--- config.mk ---
export PLATFORM = sky130hd
export DESIGN_NAME = qspi_cmd_ctrl
export DESIGN_NICKNAME = d
export VERILOG_FILES = /design/src/rtl/qspi_pkg.sv /design/src/rtl/qspi_bus_timer.sv /design/src/rtl/qspi_cmd_ctrl.sv
export SDC_FILE = /design/constraint.sdc
export NUM_CORES = 1
export LEC_CHECK = 0
export CORE_ASPECT_RATIO = 2
export CORE_UTILIZATION = 53
export DETAILED_ROUTE_END_ITERATION = 8
export PLACE_DENSITY = 0.85
export SLEW_MARGIN = 20
export SYNTH_ARGS = -nofsm -noshare
export SYNTH_HDL_FRONTEND = slang
export SYNTH_SLANG_ARGS = --single-unit
--- constraint.sdc ---
create_clock -name clk -period 3.2 [get_ports clk]
set_input_delay 0.64 -clock clk [delete_from_list [all_inputs] [get_ports clk]]
set_output_delay 0.64 -clock clk [all_outputs]
set_load 0.005 [all_outputs]
--- src/rtl/qspi_pkg.sv ---
// Shared opcodes, sequencer state encoding and status byte for the QSPI command path.
// Pure definitions; no timing or flow control of its own.
// Imported by the sequencer and its bus timer.
package qspi_pkg;

    localparam logic [7:0] OP_NOP            = 8'h00;
    localparam logic [7:0] OP_WRITE          = 8'h01;
    localparam logic [7:0] OP_READ           = 8'h02;
    localparam logic [7:0] STAT_BYTE_DEFAULT = 8'hA5;

    typedef enum logic [2:0] {
        IDLE,
        ADDR,
        WDATA,
        WACK,
        RREQ,
        RACK,
        RDATA,
        DISCARD
    } state_t;

    function automatic logic [7:0] sat_inc(input logic [7:0] v);
        return (v == 8'hFF) ? v : v + 8'd1;
    endfunction

endpackage

--- src/rtl/qspi_bus_timer.sv ---
// Loadable down-counter guarding a bus request; expired once the count reaches zero.
// Load on start, one decrement per cycle, expired is combinational from the count.
// No backpressure; clear stops it, start has priority over clear.
module qspi_bus_timer #(
    parameter int W = 4
) (
    input  logic         clk,
    input  logic         reset,
    input  logic         start,
    input  logic         clear,
    input  logic [W-1:0] load,
    output logic         expired
);

    localparam logic [W-1:0] ONE = 1;

    logic [W-1:0] cnt;
    logic         run;

    always_ff @(posedge clk or posedge reset) begin
        if (reset) begin
            cnt <= '0;
            run <= 1'b0;
        end else if (start) begin
            cnt <= load;
            run <= 1'b1;
        end else if (clear) begin
            run <= 1'b0;
        end else if (run && cnt != '0) begin
            cnt <= cnt - ONE;
        end
    end

    assign expired = run && (cnt == '0);

endmodule

--- src/rtl/qspi_cmd_ctrl.sv ---
// Frames host bytes into register bus writes/reads with address auto-increment and read prefetch.
// rx_valid to bus_we 1 cycle; bus_re to tx_data = ack latency + 1; strobes last one cycle.
// No stall path to the host: late bytes or early tx_ready count as errors, bus stalls time out.
module qspi_cmd_ctrl
    import qspi_pkg::*;
#(
    parameter int          ADDR_W    = 8,
    parameter int          TIMEOUT   = 15,
    parameter logic [7:0]  STAT_BYTE = STAT_BYTE_DEFAULT
) (
    input  logic              clk,
    input  logic              reset,
    input  logic              cs_n,
    input  logic [7:0]        rx_data,
    input  logic              rx_valid,
    output logic [7:0]        tx_data,
    input  logic              tx_ready,
    output logic [ADDR_W-1:0] bus_addr,
    output logic [7:0]        bus_wdata,
    output logic              bus_we,
    output logic              bus_re,
    input  logic [7:0]        bus_rdata,
    input  logic              bus_ack,
    output logic              busy,
    output logic [7:0]        err_cnt
);

    localparam logic [ADDR_W-1:0] ADDR_ONE = 1;
    localparam logic [3:0]        TMO_LOAD = 4'(TIMEOUT - 1);

    state_t state;
    logic   is_read;
    logic   tmo_start;
    logic   tmo_clear;
    logic   tmo_expired;

    // Timer is armed on the same edge that raises the strobe, so WACK/RACK get exactly TIMEOUT cycles.
    assign tmo_start = !cs_n && ((state == WDATA && rx_valid) || state == RREQ);
    assign tmo_clear = cs_n || bus_ack;

    qspi_bus_timer #(.W(4)) u_timer (
        .clk     (clk),
        .reset   (reset),
        .start   (tmo_start),
        .clear   (tmo_clear),
        .load    (TMO_LOAD),
        .expired (tmo_expired)
    );

    always_ff @(posedge clk or posedge reset) begin
        if (reset) begin
            state     <= IDLE;
            is_read   <= 1'b0;
            tx_data   <= STAT_BYTE;
            bus_addr  <= '0;
            bus_wdata <= 8'h00;
            bus_we    <= 1'b0;
            bus_re    <= 1'b0;
            busy      <= 1'b0;
            err_cnt   <= 8'h00;
        end else begin
            bus_we <= 1'b0;
            bus_re <= 1'b0;
            if (cs_n) begin
                state   <= IDLE;
                busy    <= 1'b0;
                tx_data <= STAT_BYTE;
            end else begin
                case (state)
                    IDLE: if (rx_valid) begin
                        busy <= 1'b1;
                        case (rx_data)
                            OP_WRITE: begin is_read <= 1'b0; state <= ADDR; end
                            OP_READ:  begin is_read <= 1'b1; state <= ADDR; end
                            OP_NOP:   state <= DISCARD;
                            default: begin
                                err_cnt <= sat_inc(err_cnt);
                                state   <= DISCARD;
                            end
                        endcase
                    end
                    ADDR: if (rx_valid) begin
                        bus_addr <= rx_data[ADDR_W-1:0];
                        state    <= is_read ? RREQ : WDATA;
                    end
                    WDATA: if (rx_valid) begin
                        bus_wdata <= rx_data;
                        bus_we    <= 1'b1;
                        state     <= WACK;
                    end
                    WACK: begin
                        if (rx_valid || (!bus_ack && tmo_expired))
                            err_cnt <= sat_inc(err_cnt);
                        if (bus_ack) begin
                            bus_addr <= bus_addr + ADDR_ONE;
                            state    <= WDATA;
                        end else if (tmo_expired) begin
                            tx_data <= STAT_BYTE;
                            state   <= DISCARD;
                        end
                    end
                    RREQ: begin
                        if (tx_ready)
                            err_cnt <= sat_inc(err_cnt);
                        bus_re <= 1'b1;
                        state  <= RACK;
                    end
                    RACK: begin
                        if (tx_ready || (!bus_ack && tmo_expired))
                            err_cnt <= sat_inc(err_cnt);
                        if (bus_ack) begin
                            tx_data <= bus_rdata;
                            state   <= RDATA;
                        end else if (tmo_expired) begin
                            tx_data <= STAT_BYTE;
                            state   <= DISCARD;
                        end
                    end
                    RDATA: if (tx_ready) begin
                        bus_addr <= bus_addr + ADDR_ONE;
                        state    <= RREQ;
                    end
                    default: ;
                endcase
            end
        end
    end

endmodule

==> results of run 1 <==
[flip-flops by register name, summed over array words and instances, names as in the netlist]
| name | cells |
|---|---|
| bus_addr | 8 |
| bus_re | 1 |
| bus_wdata | 8 |
| bus_we | 1 |
| busy | 1 |
| err_cnt | 8 |
| is_read | 1 |
| state | 3 |
| tx_data | 8 |
| u_timer.cnt | 4 |
| u_timer.run | 1 |
[synth_stat cells, types with 4 or more instances]
cell and instances:
xor2_1 9, buf_2 6, o21ai_0 14, mux2_2 10, or2_2 4, clkbuf_1 5
nand2_1 20, a21oi_1 9, a22o_1 5, nand2b_1 5, nor2_1 18, nand3_1 11
nor3_1 9, dfstp_2 4, dfrtp_1 40, ha_1 4, nor3b_1 5, inv_1 5
and3_1 5
[per-stage QoR]
| step | cells | hold WS [ns] |
|---|---|---|
| after CTS | 343 | 0.5115 |
| after floorplan | 236 | 0.4780 |
| after global routing | 343 | 0.5299 |
| after global placement | 335 | 0.4780 |
| final | 343 | 0.5135 |
| after detailed placement | 335 | 0.4898 |
[logic make-up after synthesis]
logic type / count (synthesis) / share of synthesized area, %
XOR/XNOR: 12 / 4.471
adder cells (fa/ha/maj): 4 / 2.129
buffers and inverters: 18 / 3.672
flip-flops: 44 / 47.05
AND/OR/NAND/NOR: 97 / 22.09
multiplexers: 10 / 4.790
AO/OA/AOI/OAI: 51 / 15.81
[per-layer routing]
metal | up-vias | share of wire (%) | wire [microns]
met3 | 12 | 5.8 | 310
met5 | - | 0 | 0
li1 | 954 | - | -
met4 | 0 | 2.6 | 141
met1 | 959 | 38 | 2022
met2 | 77 | 54 | 2892
[final cells by class]
cell class / count / share of cell area, %
multi-input combinational: 174 / 38.03
sequential: 44 / 36.30
timing repair buffer: 60 / 19.38
clock buffer: 6 / 2.382
tap: 52 / 2.136
clock inverter: 2 / 1.150
inverter: 5 / 0.6160
[critical path, cell delays in order (launching register included)]
cell and delay, ns:
dfrtp_1 0.81, and2b_1 0.29, a2111oi_4 0.34, nand3_2 0.19
nor2_1 0.24, mux2_2 0.36
[how the worst min path moves through the flow]
stage	startpoint	endpoint	slack (ns)	cells after the start
2_1_floorplan	err_cnt[5]$_DFFE_PP0P_	err_cnt[5]$_DFFE_PP0P_	0.48	1
6_report	err_cnt[7]$_DFFE_PP0P_	err_cnt[7]$_DFFE_PP0P_	0.51	1
3_5_place_dp	tx_data[6]$_DFFE_PP0P_	tx_data[6]$_DFFE_PP0P_	0.49	1
3_3_place_gp	err_cnt[5]$_DFFE_PP0P_	err_cnt[5]$_DFFE_PP0P_	0.48	1
4_1_cts	err_cnt[7]$_DFFE_PP0P_	err_cnt[7]$_DFFE_PP0P_	0.51	1
5_1_grt	tx_data[4]$_DFFE_PP0P_	tx_data[4]$_DFFE_PP0P_	0.53	1
[where the power goes]
group / internal, mW / leakage [nW] / total [mW] / switching, mW
sequential: 0.729 / 0.535 / 0.940 / 0.211
combinational: 0.494 / 0.682 / 0.809 / 0.316
clock: 0.232 / 0.0552 / 0.412 / 0.181
==> impl_metrics.json, run 1 <==
{
  "fmax_mhz": 426.5,
  "rsz0062_at_grt": "false",
  "finalCritPeriodShare_pct": 73.27,
  "wl_mm": 5.367,
  "grt_max_degree": 45,
  "antenna_found_initial": 0,
  "finalHoldViolCount": 0,
  "final_common_cell": "clkdlybuf4s50_1",
  "synth_top_area_share_pct": 42.58,
  "gp_congestion": 0.8196,
  "leakage_nw": 1.272,
  "synth.area.top_cells": "dfrtp_1 (43%), mux2_2 (4.8%), dfstp_2 (4.5%), xor2_1 (3.4%), nand2_1 (3.2%)",
  "setup-violations-final": 0,
  "diodes": 0,
  "vias": 2002,
  "h-tree-depth": 2,
  "grt_pass1_vias": 1947,
  "cp-start-kind": "flop",
  "grt_pass1_wl_mm": 8.990,
  "finalClockSkew_ns": 0.008259,
  "syn_area_per_cell_sq_um": 9.962,
  "worst_slack_ns": 0.8553,
  "die_x_microns": 49.10,
  "hpwl_mm": 3.970,
  "ant_nets": 0,
  "syn_to_final_growth_pct": 29.59,
  "setup_tns_ns": 0,
  "yosys_warnings": 0,
  "path_clk_slew_ns": 0.08,
  "coreArea_sq_um": 4170,
  "floorplan.initialDensity_pct": 56.38,
  "outcome": "complete, no violations",
  "hold_path.class": "flop to flop",
  "synth-edff-count": 0,
  "avgRoutedWirePerCell_microns": 15.65,
  "die-area_sq_um": 4722,
  "clockBufferDepth": 2,
  "worst_slew_pin_slew_ns": 0.7195,
  "path_max_fanout": 23,
  "worst-setup-path-type": "flop to flop",
  "ys_types": 51,
  "met3_usage_pct": 6.793,
  "worstPathArrival_ns": 2.52,
  "portBuffers": 56,
  "synthesis.nets": 262,
  "n_fill_cell": 304,
  "drcViolationCount": 0,
  "die_y_microns": 96.19,
  "ys_seq_area_share_pct": 47.05,
  "cp-end-kind": "flop",
  "pre_cts_slack_ns": 0.5908,
  "drt-initial-drc-count": 68,
  "multi_input_area_sq_um": 1159,
  "setup.worst_path.start": "state[0]$_DFFE_PP0P_",
  "cts_resized": 0,
  "drive_gt1_share_pct": 11.00,
  "fin_area_sq_um": 3047,
  "dpl_cell_area_sq_um": 2939,
  "avgViaCountPerCell": 5.837,
  "synth_cells": 236,
  "pin_count": 57,
  "synth_area_leader_cell": "dfrtp_1",
  "fin_nets": 316,
  "regArea_sq_um": 1106,
  "fp-row-count": 33,
  "async_reset_ff_share_pct": 100.0,
  "worstPathRequired_ns": 3.38,
  "ctsHoldBuffers": 0,
  "reg2reg_depth": 5,
  "r2r_start": "state[0]$_DFFE_PP0P_",
  "cts_tree": "done",
  "peakVddDrop_v": 0.0005456,
  "grt_util_met2_pct": 45.55,
  "top_usage_layer": "met2",
  "synth_flop_cell": "dfrtp_1",
  "relSlewSlack_pct": 52.04,
  "numCtsBuffers": 5,
  "cp-endpoint": "err_cnt[1]$_DFFE_PP0P_",
  "clkLatencyLatePin_ns": 0.29,
  "power.total_mw": 2.162,
  "r2r_setup_slack_ns": 0.86,
  "cts.sinks": 44,
  "postCtsSetupBuffers": 0,
  "p_per_area_nw_per_um2": 709.5,
  "dr.pass1.iters": 4,
  "track_usage_pct": 25.27,
  "period_needed_ns": 2.345,
  "max_cap_violations": 0,
  "reg2reg_to": "err_cnt[1]$_DFFE_PP0P_",
  "ys_ff_latch": 44,
  "final_util_pct": 73.06,
  "final_cell_mix": "clkdlybuf4s50_1 (56), dfrtp_1 (40), nand2_1 (20), nor2_1 (18), o21ai_0 (14)",
  "overflow": 0,
  "slew_viol_final": 0,
  "syn_area_sq_um": 2351,
  "clockRootBuffer": "clkbuf_8",
  "met1_usage_pct": 27.08
}
(Power assumes the default switching activity.)
==> run 2: changes to the inputs <==
--- a/config.mk
+++ b/config.mk
@@ -6,9 +6,9 @@
 export NUM_CORES = 1
 export LEC_CHECK = 0
 export CORE_ASPECT_RATIO = 2
-export CORE_UTILIZATION = 53
+export CORE_UTILIZATION = 45
 export DETAILED_ROUTE_END_ITERATION = 8
-export PLACE_DENSITY = 0.85
+export PLACE_DENSITY = 0.77
 export SLEW_MARGIN = 20
 export SYNTH_ARGS = -nofsm -noshare
 export SYNTH_HDL_FRONTEND = slang
==> constraint.sdc (replaced) <==
create_clock -name clk -period 2.1 [get_ports clk]
set_input_delay 0.42 -clock clk [delete_from_list [all_inputs] [get_ports clk]]
set_output_delay 0.42 -clock clk [all_outputs]
set_load 0.005 [all_outputs]
==> run 2 against run 1 <==
  * Clock power is 73% higher
  * Critical path type is now primary input to flop
  * Sequential power is 48% higher
  * Highest routed layer unchanged
  * Final area is 8.3% higher
  * Sequential cell count stayed put
  * Via count is 5.4% higher
  * Core utilization is 6.5 points lower
==> impl_metrics.json, run 2 (same netlist as run 1, synthesis figures left out) <==
{
  "finalCritPeriodShare_pct": 95.30,
  "drive_gt1_share_pct": 19.56,
  "path_max_fanout": 7,
  "worst_slack_ns": 0.09878,
  "final_common_cell": "clkdlybuf4s50_1",
  "cts_tree": "done",
  "clkLatencyLatePin_ns": 0.30,
  "drcViolationCount": 0,
  "finalHoldViolCount": 0,
  "hold_ws_ns": 0.4474,
  "setup_tns_ns": 0,
  "diodes": 0,
  "die_x_microns": 53.11,
  "grt_pass1_vias": 2152,
  "grt_max_degree": 45,
  "die-area_sq_um": 5535,
  "fin_nets": 342,
  "worstPathRequired_ns": 2.29,
  "portBuffers": 56,
  "coreArea_sq_um": 4955,
  "worst-setup-path-type": "primary input to flop",
  "outcome": "complete, no violations",
  "avgViaCountPerCell": 5.642,
  "pin_count": 57,
  "syn_to_final_growth_pct": 40.29,
  "peakVddDrop_v": 0.0007517,
  "gp_congestion": 0.8467,
  "clockBufferDepth": 2,
  "cpLargestDelayFamily": "buffers and inverters",
  "hpwl_mm": 4.527,
  "wl_mm": 6.015,
  "fmax_mhz": 499.7,
  "finalClockSkew_ns": 0.008857,
  "crit_chain": "clkdlybuf4s50_1 > o21bai_4 > a2111oi_4 > nand3_2 > nor2_1 > mux2_2",
  "dp.cells": 366,
  "leakage_nw": 1.407,
  "ant_nets": 0,
  "fp-row-count": 36,
  "worstPathArrival_ns": 2.19,
  "drt-initial-drc-count": 60,
  "cp-end-kind": "flop",
  "cp-start-kind": "primary input",
  "crit_slowest_cell": "clkdlybuf4s50_1",
  "final_cell_count_no_fill": 374,
  "p_per_area_nw_per_um2": 1063,
  "track_usage_pct": 24.11,
  "path_clk_slew_ns": 0.09,
  "numCtsBuffers": 5,
  "final_cell_mix": "clkdlybuf4s50_1 (56), dfrtp_1 (40), buf_4 (29), nand2_1 (20), nor2_1 (18)",
  "overflow": 0,
  "period_needed_ns": 2.001,
  "relSlewSlack_pct": 75.60,
  "antenna_found_initial": 0,
  "clockRootBuffer": "clkbuf_8",
  "slew_viol_final": 0,
  "avgRoutedWirePerCell_microns": 16.08,
  "grt_pass1_wl_mm": 9.804,
  "postCtsSetupBuffers": 0,
  "vias": 2110,
  "cts.sinks": 44,
  "dr.pass1.iters": 6,
  "max_cap_violations": 0,
  "hold_path.class": "primary input to async pin",
  "worst_slew_pin_slew_ns": 0.3633,
  "pre_cts_slack_ns": -0.2648,
  "floorplan.initialDensity_pct": 47.45,
  "max_stage_delay_ns": 0.59,
  "setup-violations-final": 0,
  "crit_buf_inv": 1,
  "die_y_microns": 104.2,
  "power.total_mw": 3.505,
  "h-tree-depth": 2
}
[run 2: changes by cell type in the layout (fill, tap and decap cells not counted), sizes merged]
cell,change
buf,+26
clkbuf,+1
inv,-1
[run 2: area by class of cell]
cell class	instances	area (sq um)
clock buffer	7	96.34
clock inverter	1	30.03
fill	412	1657
inverter	5	18.77
multi-input combinational	174	1177
sequential	44	1106
tap	57	71.32
timing repair buffer	86	798.3
[run 2: tightest hold or removal path: stages]
cell             delay [ns]
clkdlybuf4s50_1        0.40
clkinv_1               0.07
buf_12                 0.24
[run 2: where the power goes]
part	switching [mW]	total [mW]	leakage (nW)	internal, mW
registers	0.280	1.39	0.535	1.11
clock network	0.291	0.711	0.0645	0.420
logic	0.567	1.40	0.808	0.836
[run 2: routing by layer]
layer | part of all wire (%) | wire (microns) | up-vias | track usage (%)
met3 | 4.3 | 257 | 19 | 4.678
li1 | - | - | 1005 | -
met2 | 58 | 3459 | 65 | 45.48
met5 | 0 | 0 | - | 0
met1 | 35 | 2081 | 1021 | 23.51
met4 | 3.6 | 216 | 0 | 9.962
[run 2: repair_timing]
action / CTS / global route
hold buffers: 0 / 0
gates resized for setup: 0 / 3
hold endpoints to repair: 0 / 0
endpoints found under the setup margin: 0 / 4
[run 2: per-stage QoR]
step	instance area, sq um	utilization [%]
after floorplan	2351	-
after global placement	3153	63.64
after detailed placement	3153	63.64
after CTS	3279	66.19
after global routing	3298	66.57
final	3298	66.57
[run 2: path summary, 6_finish.rpt]
kind	startpoint	end	slack, ns	cells after the start
worst max-delay path	tx_ready	err_cnt[1]$_DFFE_PP0P_	0.1	6
worst min-delay path	reset	err_cnt[4]$_DFFE_PP0P_	0.45	3
worst max register to register	u_timer.cnt[1]$_DFFE_PP0P_	err_cnt[1]$_DFFE_PP0P_	0.12	7
worst min register to register	err_cnt[5]$_DFFE_PP0P_	err_cnt[5]$_DFFE_PP0P_	0.51	1
max in group asynchronous	reset	tx_data[2]$_DFFE_PP1P_	1.37	3
min in group clk	err_cnt[5]$_DFFE_PP0P_	err_cnt[5]$_DFFE_PP0P_	0.51	1
